### src/rtl/tick_pkg.sv
// Shared definitions for the tick divider / period meter pair.
package tick_pkg;

  // Width of the divider's div field; the meter defaults to the same width.
  localparam int TICK_WIDTH = 16;

  typedef enum logic [1:0] {
    IDLE,
    WAIT_FIRST,
    MEASURE
  } state_t;

endpackage

### src/rtl/period_lock_det.sv
// Lock detector: tracks how many consecutive measurements matched the
// previous one and raises locked once LOCK_COUNT equal values are seen.
module period_lock_det #(
  parameter int WIDTH      = 16,
  parameter int LOCK_COUNT = 4
) (
  input  logic             clk,
  input  logic             rst,
  input  logic             clear,
  input  logic             meas,
  input  logic [WIDTH-1:0] value,
  output logic             locked
);

  localparam int SW = $clog2(LOCK_COUNT);
  localparam logic [SW-1:0] STABLE_MAX = SW'(LOCK_COUNT - 1);

  logic [WIDTH-1:0] prev;
  logic             prev_ok;
  logic [SW-1:0]    stable;
  logic [SW-1:0]    stable_next;

  // Saturating match count for the measurement arriving this cycle.
  always_comb begin
    stable_next = '0;
    if (prev_ok && (value == prev)) begin
      stable_next = (stable == STABLE_MAX) ? stable : stable + SW'(1);
    end
  end

  // Control state: cleared on reset, disable, arming or overflow.
  always_ff @(posedge clk) begin
    if (rst || clear) begin
      prev_ok <= 1'b0;
      stable  <= '0;
      locked  <= 1'b0;
    end else if (meas) begin
      prev_ok <= 1'b1;
      stable  <= stable_next;
      locked  <= (stable_next == STABLE_MAX);
    end
  end

  // Previous measured value; only meaningful while prev_ok is set.
  always_ff @(posedge clk) begin
    if (meas) begin
      prev <= value;
    end
  end

endmodule

### src/rtl/tick_period_meter.sv
// Measures the number of non-tick cycles between consecutive ticks,
// reporting the recovered divider value and a lock indication.
module tick_period_meter
  import tick_pkg::*;
#(
  parameter int WIDTH      = TICK_WIDTH,
  parameter int LOCK_COUNT = 4
) (
  input  logic             clk,
  input  logic             rst,
  input  logic             en,
  input  logic             tick_in,
  output logic [WIDTH-1:0] period,
  output logic             period_valid,
  output logic             locked,
  output logic             overflow
);

  localparam logic [WIDTH-1:0] CNT_MAX = '1;

  state_t           state;
  logic [WIDTH-1:0] counter;
  logic             at_max;
  logic             meas;
  logic             clear;

  // A tick at counter==CNT_MAX is still a valid measurement; only a
  // non-tick cycle at the limit overflows.
  assign at_max = (counter == CNT_MAX);
  assign meas   = en && (state == MEASURE) && tick_in;
  assign clear  = !en || (state != MEASURE) || (!tick_in && at_max);

  // FSM, interval counter and output registers.
  always_ff @(posedge clk) begin
    if (rst) begin
      state        <= IDLE;
      counter      <= '0;
      period       <= '0;
      period_valid <= 1'b0;
      overflow     <= 1'b0;
    end else begin
      period_valid <= 1'b0;
      overflow     <= 1'b0;
      if (!en) begin
        state   <= IDLE;
        counter <= '0;
      end else begin
        case (state)
          IDLE: begin
            state <= WAIT_FIRST;
          end
          WAIT_FIRST: begin
            if (tick_in) begin
              counter <= '0;
              state   <= MEASURE;
            end
          end
          MEASURE: begin
            if (tick_in) begin
              period       <= counter;
              period_valid <= 1'b1;
              counter      <= '0;
            end else if (at_max) begin
              overflow <= 1'b1;
              counter  <= '0;
              state    <= WAIT_FIRST;
            end else begin
              counter <= counter + WIDTH'(1);
            end
          end
          default: begin
            state <= IDLE;
          end
        endcase
      end
    end
  end

  period_lock_det #(
    .WIDTH      (WIDTH),
    .LOCK_COUNT (LOCK_COUNT)
  ) u_lock (
    .clk    (clk),
    .rst    (rst),
    .clear  (clear),
    .meas   (meas),
    .value  (counter),
    .locked (locked)
  );

endmodule

### config.mk
export PLATFORM = sky130hd
export DESIGN_NAME = tick_period_meter
export DESIGN_NICKNAME = d
export VERILOG_FILES = /design/src/rtl/tick_pkg.sv /design/src/rtl/period_lock_det.sv /design/src/rtl/tick_period_meter.sv
export SDC_FILE = /design/constraint.sdc
export NUM_CORES = 1
export LEC_CHECK = 0
export BUFFER_PORTS_ARGS = -buffer_cell sky130_fd_sc_hd__clkbuf_2
export CORE_UTILIZATION = 45
export CTS_CLUSTER_SIZE = 25
export DETAILED_ROUTE_END_ITERATION = 12
export MAX_ROUTING_LAYER = met4
export PLACE_DENSITY = 0.62
export SLEW_MARGIN = 40
export SYNTH_ARGS = -nofsm -noshare
export SYNTH_HDL_FRONTEND = slang
export SYNTH_SLANG_ARGS = --single-unit
### constraint.sdc
create_clock -name clk -period 1.9 [get_ports clk]
set_input_delay 0.095 -clock clk [delete_from_list [all_inputs] [get_ports clk]]
set_output_delay 0.095 -clock clk [all_outputs]
set_load 0.01 [all_outputs]
Word level (Yosys, flattened, before mapping) --
Index checks and enable logic that the tools add are counted.
Word-level totals: input port bits 4, register bits 56, word-level logic and storage cells 52, bits in latches 0, ROM bits 0, output and inout port bits 19, memories kept 0, memory bits (writable) 0
Operators by class: muxes and demuxes 12, reduce and logical (&&, ||, !) cells 17, shift operators 0, $mul 0, magnitude comparators 0, divide/modulo/power cells 0, add/sub/neg operators 2, eq/ne operators 10, bitwise logic cells 2
Operator list (count):
- 16-bit two-way mux | 3
- 16-bit case mux with 2 select lines | 1
- 16-bit by 1-bit adder with 16-bit output (second input constant) | 1
- 16-bit equality test | 1
- 16-bit equality test (second input constant) | 1
- 2-bit two-way mux | 5
- 2-bit != test (second input constant) | 4
- 2-bit equality test (second input constant) | 3
- 2-bit case mux with 3 select lines | 1
- 3-bit AND reduction | 2
- 1-bit logical AND | 4
- 4-bit OR reduction | 1
- 1-bit logical OR | 3
- 3-bit OR reduction | 1
- 2-bit by 1-bit adder with 2-bit output (second input constant) | 1
- 2-bit by 1-bit equality test with 1-bit output (second input constant) | 1
- 1-bit logical NOT | 2
- 2-bit logical NOT | 1
- 1-bit two-way mux | 2
- 1-bit NOT | 2
- 2-bit AND reduction | 1
- 2-bit nonzero test | 1
- 2-bit OR reduction | 1

Longest topological paths before layout --
Gate-level depths: netlist of run 1.
depth in word-level cells 4, gate-level depth with buffers 7, depth with buffers taken out 6

Modules after synthesis --
From an unflattened synthesis of run 1, not the netlist that was laid out.
Second synthesis, totals: cell total of the unflattened synthesis 243, area, all modules 2413.6 um^2
By module, submodules not included:
- tick_period_meter | instances 1, cells each 182, area an instance 1550.2 um^2, seq. area each 720.7 um^2
- period_lock_det | instances 1, cells each 61, area an instance 863.3 um^2, seq. area each 560.5 um^2

Least setup slack after synthesis of run 1 --
No wires, ideal clock.
path kind reg2reg, start point reg counter[0], end point reg counter[4], arrival time 1.524 ns, slack 0.261 ns, clock period less this slack 1.639 ns, required time 1.785 ns, setup time 0.115 ns, path buffers 1, stages on the path, launching flop included 8, path through dfxtp_1 ha_1 nand3_1 nor4_1 o21ai_0 nand3_1 buf_4 nor2_1
Between the ends: word-level cells in the longest chain between the ends 4, elaborated cells between the ends (all ways) 5, those cells by class add/sub (1); eq/ne (1); mux (3)
Ends and longest elaborated chain:
- start, declared | line tick_period_meter.sv:22 | logic [WIDTH-1:0] counter;
- start signal, assigned | line tick_period_meter.sv:68 | counter <= counter + WIDTH'(1);
- 16-bit by 1-bit adder with 16-bit output / 16-bit equality test (equally long branches) | line tick_period_meter.sv:68, tick_period_meter.sv:29
- 16-bit two-way mux (*) | line tick_period_meter.sv:63 | end else if (at_max) begin
- 16-bit two-way mux (*) | line tick_period_meter.sv:59 | if (tick_in) begin
- 16-bit case mux with 2 select lines (*) | line tick_period_meter.sv:48 | case (state)
Mark *: on every way between the ends. The rest lies on a longest branch, timed or not. A chain may end at the register's enable or synchronous reset.

Worst setup path in the final report of run 1 --
start point reg state[0], end point reg counter[15]
Between the ends: word-level cells in the longest chain between the ends 3, elaborated cells between the ends (all ways) 6, those cells by class eq/ne (3); mux (1); reduce/logical (2)
Ends and longest elaborated chain:
- start, declared | line tick_period_meter.sv:21 | state_t state;
- start signal, assigned | line tick_period_meter.sv:36 | state <= IDLE;
- start signal, assigned | line tick_period_meter.sv:45 | state <= IDLE;
- start signal, assigned | line tick_period_meter.sv:50 | state <= WAIT_FIRST;
- 2-bit by 1-bit equality test with 1-bit output / 2-bit equality test (equally long branches) | line tick_period_meter.sv:48
- 2-bit != test (no line) / 2-bit nonzero test (equally long branches)
- 2-bit AND reduction (no line)
Several ways; a longest one is shown, not always the timed one.

==> reports/qor.txt, run 1 <==
Placer Congestion: 0.782
Area grow syn2layout: 15.8%
# hold bufs at CTS: 0
Clk slew on worst S/H paths: 0.10 ns
Mapped Cells: 239
Num ports: 23
Ys Warns: 0
Skew final: 0.00683 ns
Gr ovfl total: 0
Rows: 25
Max FO, Critical Path: 7
Layout net count: 276
Via/cell ratio: 4.98
Pin count of the biggest net entering global routing: 36
Routed wire length: 4550 microns
Ant. Diodes: 0
Die H: 73.8 microns
Fmax: 571 MHz
Synth area leader: dfxtp_1
Number of flops mapped to enable cells by yosys: 16
CORE AREA: 4850 sq um
RSZ-0062 raised after global routing: no
Post-CTS sizing: 0
Ys async rst share: 0%
Detailed placement HPWL: 3250 microns
Vias in the first global route: 1,502
DRT iter0 DRCs: 85
Clock Sinks: 56
Slew Limit Fails: 0
Max-slew headroom: 69.7%
Least-Margin Pin Slew: 0.454 ns
Pwr dens: 713 nW/um^2
Worst hold path type: input pin to flop
Mean Syn Cell Area: 9.70 sq um
Setup violators final: 0
Maximum clock insertion buffer count: 2
DR DRC count: 0
Overall Global Routing Usage: 19.0%
Status: finished, final reports clean
Starting density of the core: 47.8%
Period utilization: 92.1%
Sum Neg Setup Slack: 0 ns
Flops & latches, synth: 56
Drt pass-1 iters: 4
Final hold vios: 0
Max H-tree Level: 2
Layout cells sized above 1: 18.8%
WP data arrival: 1.96 ns
Pre-CTS WS: 0.142 ns
Initial antenna violation count: 0
CP Launch Type: flop
Clock Latency Late Sink: 0.31 ns
Netlist cell types: 37
Die area: 5440 sq um
Register area share after synthesis: 55.3%
Peak supply drop: 0.380 mV
Critical path capture point type: flop
Synth top area share: 34.5%
Post-Syn Nets: 244
Setup Fix Bufs, Post-CTS: 0
First-pass GRT wire length: 7420 microns
Vias after detailed routing: 1,688
TritonCTS Buffers: 5
Final worst path period need: 1.75 ns
I/O Buffers: 22
CTS tree: done
Die X: 73.8 microns
Critical path class: flop to flop
CTS root buf: clkbuf_8
Post-synthesis cell area: 2320 sq um
Largest cells by area after synthesis: dfxtp_1, edfxtp_1, nand2_1
WL per Instance: 13.4 microns
Post-route ant nets: 0
Ys flop type: dfxtp_1
Leakage: 0.983 nW
Maxcap violations: 0
Worst Setup Slack, final: 0.150 ns
Design Power: 0.00191 W
Req. time, crit path: 2.11 ns
## area by class of cell
type / instances / area, sq um
clock inverters: 3 / 18.8
inverters: 6 / 22.5
fillers: 449 / 2160
flip-flops and latches: 56 / 1280
well taps: 67 / 83.8
clock buffers: 5 / 68.8
repair buffers: 38 / 255
multi-input cells: 164 / 955
## power by group
part	switching (W)	leakage (nW)	internal [W]
clock	0.000381	0.0479	0.000258
sequential	0.00000405	0.491	0.00122
combinational	0.0000305	0.444	0.0000172
## sequential cells by signal, summed over array words and instances, names as in the netlist
name            flops
counter            16
overflow            1
period             16
period_valid        1
state               2
u_lock.locked       1
u_lock.prev        16
u_lock.prev_ok      1
u_lock.stable       2
## logic make-up (layout without fill, tap and decap cells)
family	count (synthesis)	after routing	share of synthesized area (%)
and+or+nand+nor	100	100	20.6
DFF	56	56	55.3
AOI/OAI and AO/OA	35	35	9.50
xor gates and xnor gates	28	28	10.6
buffers and inverters	19	52	3.56
adders and majority gates	1	1	0.540
## critical path: stages (launching register included)
cell and delay (ns):
dfxtp_1 0.40, nand2b_1 0.34, a2111oi_4 0.52, nand4_1 0.17, xor2_1 0.19, nor2_2 0.04
## layer usage
layer  part of all wire (%)  up-vias  GRT usage (%)
li1                       -      879              -
met1                     50      775           24.2
met2                     47       27           30.2
met3                    2.3        7           3.70
met4                    1.3        0           6.41
met5                      0        -              -
## per-stage QoR
step	instances	utilization (%)	instance area [sq um]	hold WS, ns
2_1_floorplan	239	-	2320	0.192
3_3_place_gp	331	53.6	2600	0.443
3_5_place_dp	331	53.6	2600	0.441
4_1_cts	339	55.4	2690	0.116
5_1_grt	339	55.4	2690	0.129
6_report	339	55.4	2690	0.116
## layout by cell type (no fill, tap or decap), types with 2 or more instances in the layout
cell / instances
nand4_1: 6
clkbuf_2: 22
nand2b_1: 4
nor2_1: 20
clkinv_2: 2
o21ai_0: 3
buf_4: 14
and3_1: 2
buf_12: 2
nand3_1: 15
clkbuf_8: 5
xnor2_1: 16
edfxtp_1: 16
nor4_1: 2
xor2_1: 12
inv_1: 6
nor2b_1: 2
nand2_1: 39
dfxtp_1: 40
nor2_2: 2
nor3_1: 2
a21oi_1: 24
## cells in the mapped netlist (all sizes together) (3+ instances only)
| cell type | instances |
|---|---|
| edfxtp | 16 |
| dfxtp | 40 |
| inv | 6 |
| nand2b | 4 |
| nand2 | 39 |
| buf | 7 |
| xnor2 | 16 |
| a21oi | 25 |
| nor2 | 22 |
| clkbuf | 6 |
| nand4 | 6 |
| nand3 | 15 |
| xor2 | 12 |
| o21ai | 3 |
## final timing paths
kind	startpoint	slack (ns)	to	cells after the start
hold / removal	tick_in	0.12	counter[12]	2
hold reg to reg	period[7]	0.46	period[7]	2
setup reg to reg	state[0]	0.15	counter[15]	5
setup / recovery	state[0]	0.15	counter[15]	5
Note: power is estimated with default switching activity, not from simulation.
==> inputs of run 2 (changes only) <==
--- a/config.mk
+++ b/config.mk
@@ -9,7 +9,6 @@
 export CORE_UTILIZATION = 45
 export CTS_CLUSTER_SIZE = 25
 export DETAILED_ROUTE_END_ITERATION = 12
-export MAX_ROUTING_LAYER = met4
 export PLACE_DENSITY = 0.62
 export SLEW_MARGIN = 40
 export SYNTH_ARGS = -nofsm -noshare
==> reports/qor.txt, run 2 (synthesized netlist as in run 1, its figures left out) <==
Status: finished, final reports clean
Layout net count: 276
Crit path max-delay family: simple AND/OR/NAND/NOR gates
Least-Margin Pin Slew: 0.455 ns
Gr ovfl total: 0
Clock power frac: 33.4%
I/O Buffers: 22
Critical path capture point type: flop
Top Registers: counter: 16 flops, period: 16 flops, u_lock.prev: 16 flops
Max H-tree Level: 2
Worst-path cell chain: nand2b_1 -> a2111oi_4 -> nand4_1 -> xor2_1 -> nor2_2
Seq pwr share: 64.1%
P_sw: 0.000415 W
TritonCTS Buffers: 5
CORE AREA: 4850 sq um
Most frequent cells in the layout: dfxtp_1, nand2_1, a21oi_1
Detailed placement HPWL: 3250 microns
Fmax: 572 MHz
Final non-filler cell total: 339
Post-CTS sizing: 0
Pre-CTS WS: 0.142 ns
Clk slew on worst S/H paths: 0.10 ns
Maximum clock insertion buffer count: 2
Clock Sinks: 56
Cell count after placement: 331
Max-slew headroom: 69.7%
WP data arrival: 1.96 ns
Placer Congestion: 0.772
Leakage: 0.983 nW
Peak supply drop: 0.381 mV
Hold WS: 0.118 ns
Post-route ant nets: 0
Pwr dens: 713 nW/um^2
Switching fraction of total power: 21.7%
Starting density of the core: 47.8%
CTS root buf: clkbuf_8
Vias in the first global route: 1,506
Int Power: 0.00150 W
CTS tree: done
DRT iter0 DRCs: 87
Worst Setup Slack, final: 0.151 ns
Commonest non-fill, non-tap cell in the layout: dfxtp_1
First-pass GRT wire length: 7420 microns
Vias after detailed routing: 1,688
# hold bufs at CTS: 0
Slowest cell on crit path: a2111oi_4
Routed wire length: 4540 microns
Clock Latency Late Sink: 0.31 ns
DR DRC count: 0
Die H: 73.8 microns
Req. time, crit path: 2.11 ns
Critical path class: flop to flop
Rows: 25
Die area: 5440 sq um
Reg2Reg Depth: 5
Setup Fix Bufs, Post-CTS: 0
Overall Global Routing Usage: 18.4%
Num ports: 23
Layout cells sized above 1: 18.8%
Die X: 73.8 microns
Area grow syn2layout: 15.8%
Final hold vios: 0
Max FO, Critical Path: 7
WP buf/inv: 0
Maxcap violations: 0
Slowest stage delay, CP: 0.52 ns
Final worst path period need: 1.75 ns
Initial antenna violation count: 0
Hold depth: 2
Via/cell ratio: 4.98
Pin count of the biggest net entering global routing: 36
Ant. Diodes: 0
Skew final: 0.00815 ns
Number of cells on the critical path: 5
Slew Limit Fails: 0
Sum Neg Setup Slack: 0 ns
CP Launch Type: flop
Setup violators final: 0
RSZ-0062 raised after global routing: no
WL per Instance: 13.4 microns
Drt pass-1 iters: 4
Period utilization: 92.1%
Logic pwr share: 2.5%
Worst hold path type: input pin to flop
-- run 2: metal layers --
metal	GRT usage [%]	up-vias	share of wire (%)	routed length (microns)
li1	-	879	-	-
met1	24.2	776	50	2250
met2	30.2	26	46	2110
met3	3.84	7	2.5	112
met4	6.41	0	1.5	66
met5	0	-	0	0
-- run 2: layout make-up --
class                      instances  area [sq um]
inverter                           6          22.5
clock buffer                       5          68.8
multi-input combinational        164           955
sequential                        56          1280
timing repair buffer              38           255
tap                               67          83.8
clock inverter                     3          18.8
fill                             449          2160
-- run 2: worst reg2reg max path, stage by stage (launching register included) --
cell and delay, ns:
dfxtp_1 0.40, nand2b_1 0.34, a2111oi_4 0.53, nand4_1 0.17, xor2_1 0.19, nor2_2 0.04
-- run 2: final timing paths --
kind | startpoint | end | slack [ns]
worst min register to register | period[7] | period[7] | 0.46
worst min-delay path | tick_in | counter[12] | 0.12
worst max register to register | state[0] | counter[15] | 0.15
worst max-delay path | state[0] | counter[15] | 0.15
-- run 2: power by group through the flow --
| stage | Sequential (W) | Clock, W | Combinational (W) |
|---|---|---|---|
| after floorplan | 0.00125 | 0 | 0.0000286 |
| after global placement | 0.00125 | 0 | 0.0000479 |
| after detailed placement | 0.00125 | 0 | 0.0000479 |
| after CTS | 0.00123 | 0.000661 | 0.0000481 |
| after global routing | 0.00123 | 0.000711 | 0.0000524 |
| final | 0.00123 | 0.000639 | 0.0000477 |
-- run 2: per-stage QoR --
stage	total power [W]	utilization (%)	cell area (sq um)
after detailed placement	0.00130	53.6	2600
after global routing	0.00199	55.4	2690
after CTS	0.00194	55.4	2690
after global placement	0.00130	53.6	2600
after floorplan	0.00128	-	2320
final	0.00191	55.4	2690
==> inputs of run 3 (changes only) <==
--- a/config.mk
+++ b/config.mk
@@ -9,7 +9,7 @@
 export CORE_UTILIZATION = 45
 export CTS_CLUSTER_SIZE = 25
 export DETAILED_ROUTE_END_ITERATION = 12
-export PLACE_DENSITY = 0.62
+export GPL_ROUTABILITY_DRIVEN = 1
 export SLEW_MARGIN = 40
 export SYNTH_ARGS = -nofsm -noshare
 export SYNTH_HDL_FRONTEND = slang
==> reports/qor.txt, run 3 (synthesized netlist as in run 1, its figures left out) <==
Status: finished, final reports clean
Hold Crit Endpoint: counter[12]
Pin count of the biggest net entering global routing: 23
Req. time, crit path: 2.14 ns
Num ports: 23
Detailed placement HPWL: 3370 microns
WL met1: 2260 microns
Layout net count: 279
Setup Fix Bufs, Post-CTS: 0
Worst-path cell chain: nand4_1 -> nor2_2 -> nand3_1 -> or4_1 -> a31oi_1
Pre-CTS WS: 0.176 ns
Rows: 25
Clock Latency Late Sink: 0.31 ns
Least-Margin Pin Slew: 0.463 ns
Met2 wire len: 2170 microns
Sum Neg Setup Slack: 0 ns
Final non-filler cell total: 342
TritonCTS Buffers: 5
WL per Instance: 13.5 microns
Layout cells sized above 1: 19.6%
Reg2Reg Depth: 5
Drt pass-1 iters: 5
Peak supply drop: 0.446 mV
Die area: 5440 sq um
# hold bufs at CTS: 0
Final hold vios: 0
Vias in the first global route: 1,555
Crit path max-delay family: simple AND/OR/NAND/NOR gates
Cell count after placement: 334
Worst R2R Start: counter[7]
Top Registers: counter: 16 flops, period: 16 flops, u_lock.prev: 16 flops
Period utilization: 89.9%
Fmax: 585 MHz
WP data arrival: 1.95 ns
First-pass GRT wire length: 7710 microns
Skew final: 0.00720 ns
Maximum clock insertion buffer count: 2
Initial antenna violation count: 0
Critical path class: flop to flop
CTS root buf: clkbuf_8
Starting density of the core: 47.8%
Commonest non-fill, non-tap cell in the layout: dfxtp_1
RSZ-0062 raised after global routing: no
Slowest stage delay, CP: 0.44 ns
Overall Global Routing Usage: 19.6%
Setup violators final: 0
Max H-tree Level: 2
Critical path capture point type: flop
Vias after detailed routing: 1,700
CORE AREA: 4850 sq um
Layout filler cell count: 445
DRT iter0 DRCs: 78
Gr ovfl total: 0
Maxcap violations: 0
FF-to-FF setup slack: 0.19 ns
Worst Setup Slack, final: 0.191 ns
Worst hold path type: input pin to flop
Worst hold start: tick_in
Clock Sinks: 56
Routed wire length: 4630 microns
Met3 routed WL: 165 microns
Top Metal Used: met4
Die H: 73.8 microns
CTS tree: done
Number of cells on the critical path: 5
I/O Buffers: 22
Max-slew headroom: 69.1%
Ant. Diodes: 0
CP Launch Type: flop
Most frequent cells in the layout: dfxtp_1, nand2_1, a21oi_1
Clk slew on worst S/H paths: 0.09 ns
DR DRC count: 0
Slowest cell on crit path: dfxtp_1
Pwr dens: 747 nW/um^2
Final worst path period need: 1.71 ns
Placer Congestion: 0.782
Area grow syn2layout: 17.2%
Leakage: 1.00 nW
Hold depth: 2
Die X: 73.8 microns
WP buf/inv: 0
Reg2Reg Capture Point: counter[14]
Post-route ant nets: 0
Via/cell ratio: 4.97
Max FO, Critical Path: 6
Slew Limit Fails: 0
run 3: area by class of cell:
| class | count | area, sq um | area share, % |
|---|---|---|---|
| clock buffer | 6 | 72.6 | 2.67 |
| clock inverter | 2 | 35.0 | 1.29 |
| inverter | 6 | 22.5 | 0.829 |
| multi-input combinational | 164 | 957 | 35.2 |
| sequential | 56 | 1280 | 47.1 |
| tap | 67 | 83.8 | 3.08 |
| timing repair buffer | 41 | 265 | 9.76 |
run 3: worst max path at each step:
stage | start | to | slack [ns]
detailed placement | counter[7] | u_lock.stable[1] | 0.18
floorplan | counter[0] | counter[4] | 0.26
finish | counter[7] | counter[14] | 0.19
global placement | counter[7] | counter[14] | 0.16
global route | counter[7] | counter[14] | 0.02
CTS | counter[7] | counter[14] | 0.15
run 3: through the flow:
step	total power, W	instance area, sq um	hold WS, ns	utilization [%]
after global placement	0.00130	2610	0.443	53.8
after floorplan	0.00128	2320	0.192	-
after global routing	0.00211	2720	0.127	56.1
after detailed placement	0.00130	2610	0.443	53.8
after CTS	0.00205	2720	0.113	56.0
final	0.00203	2720	0.126	56.1
run 3: timing repair:
| item | 4_1_cts | 5_1_grt |
|---|---|---|
| endpoints found under the hold margin | 0 | 0 |
| setup endpoints to repair | 0 | 1 |
| resized for setup | 0 | 1 |
run 3: power breakdown:
group	internal, W	switching, W
clock network	0.000391	0.000363
logic	0.0000175	0.0000310
registers	0.00122	0.00000413
run 3: metal layers:
layer / vias up / GRT usage [%]
li1: 877 / -
met1: 783 / 26.1
met4: 0 / 7.69
met2: 36 / 31.4
met3: 4 / 3.70
met5: - / 0
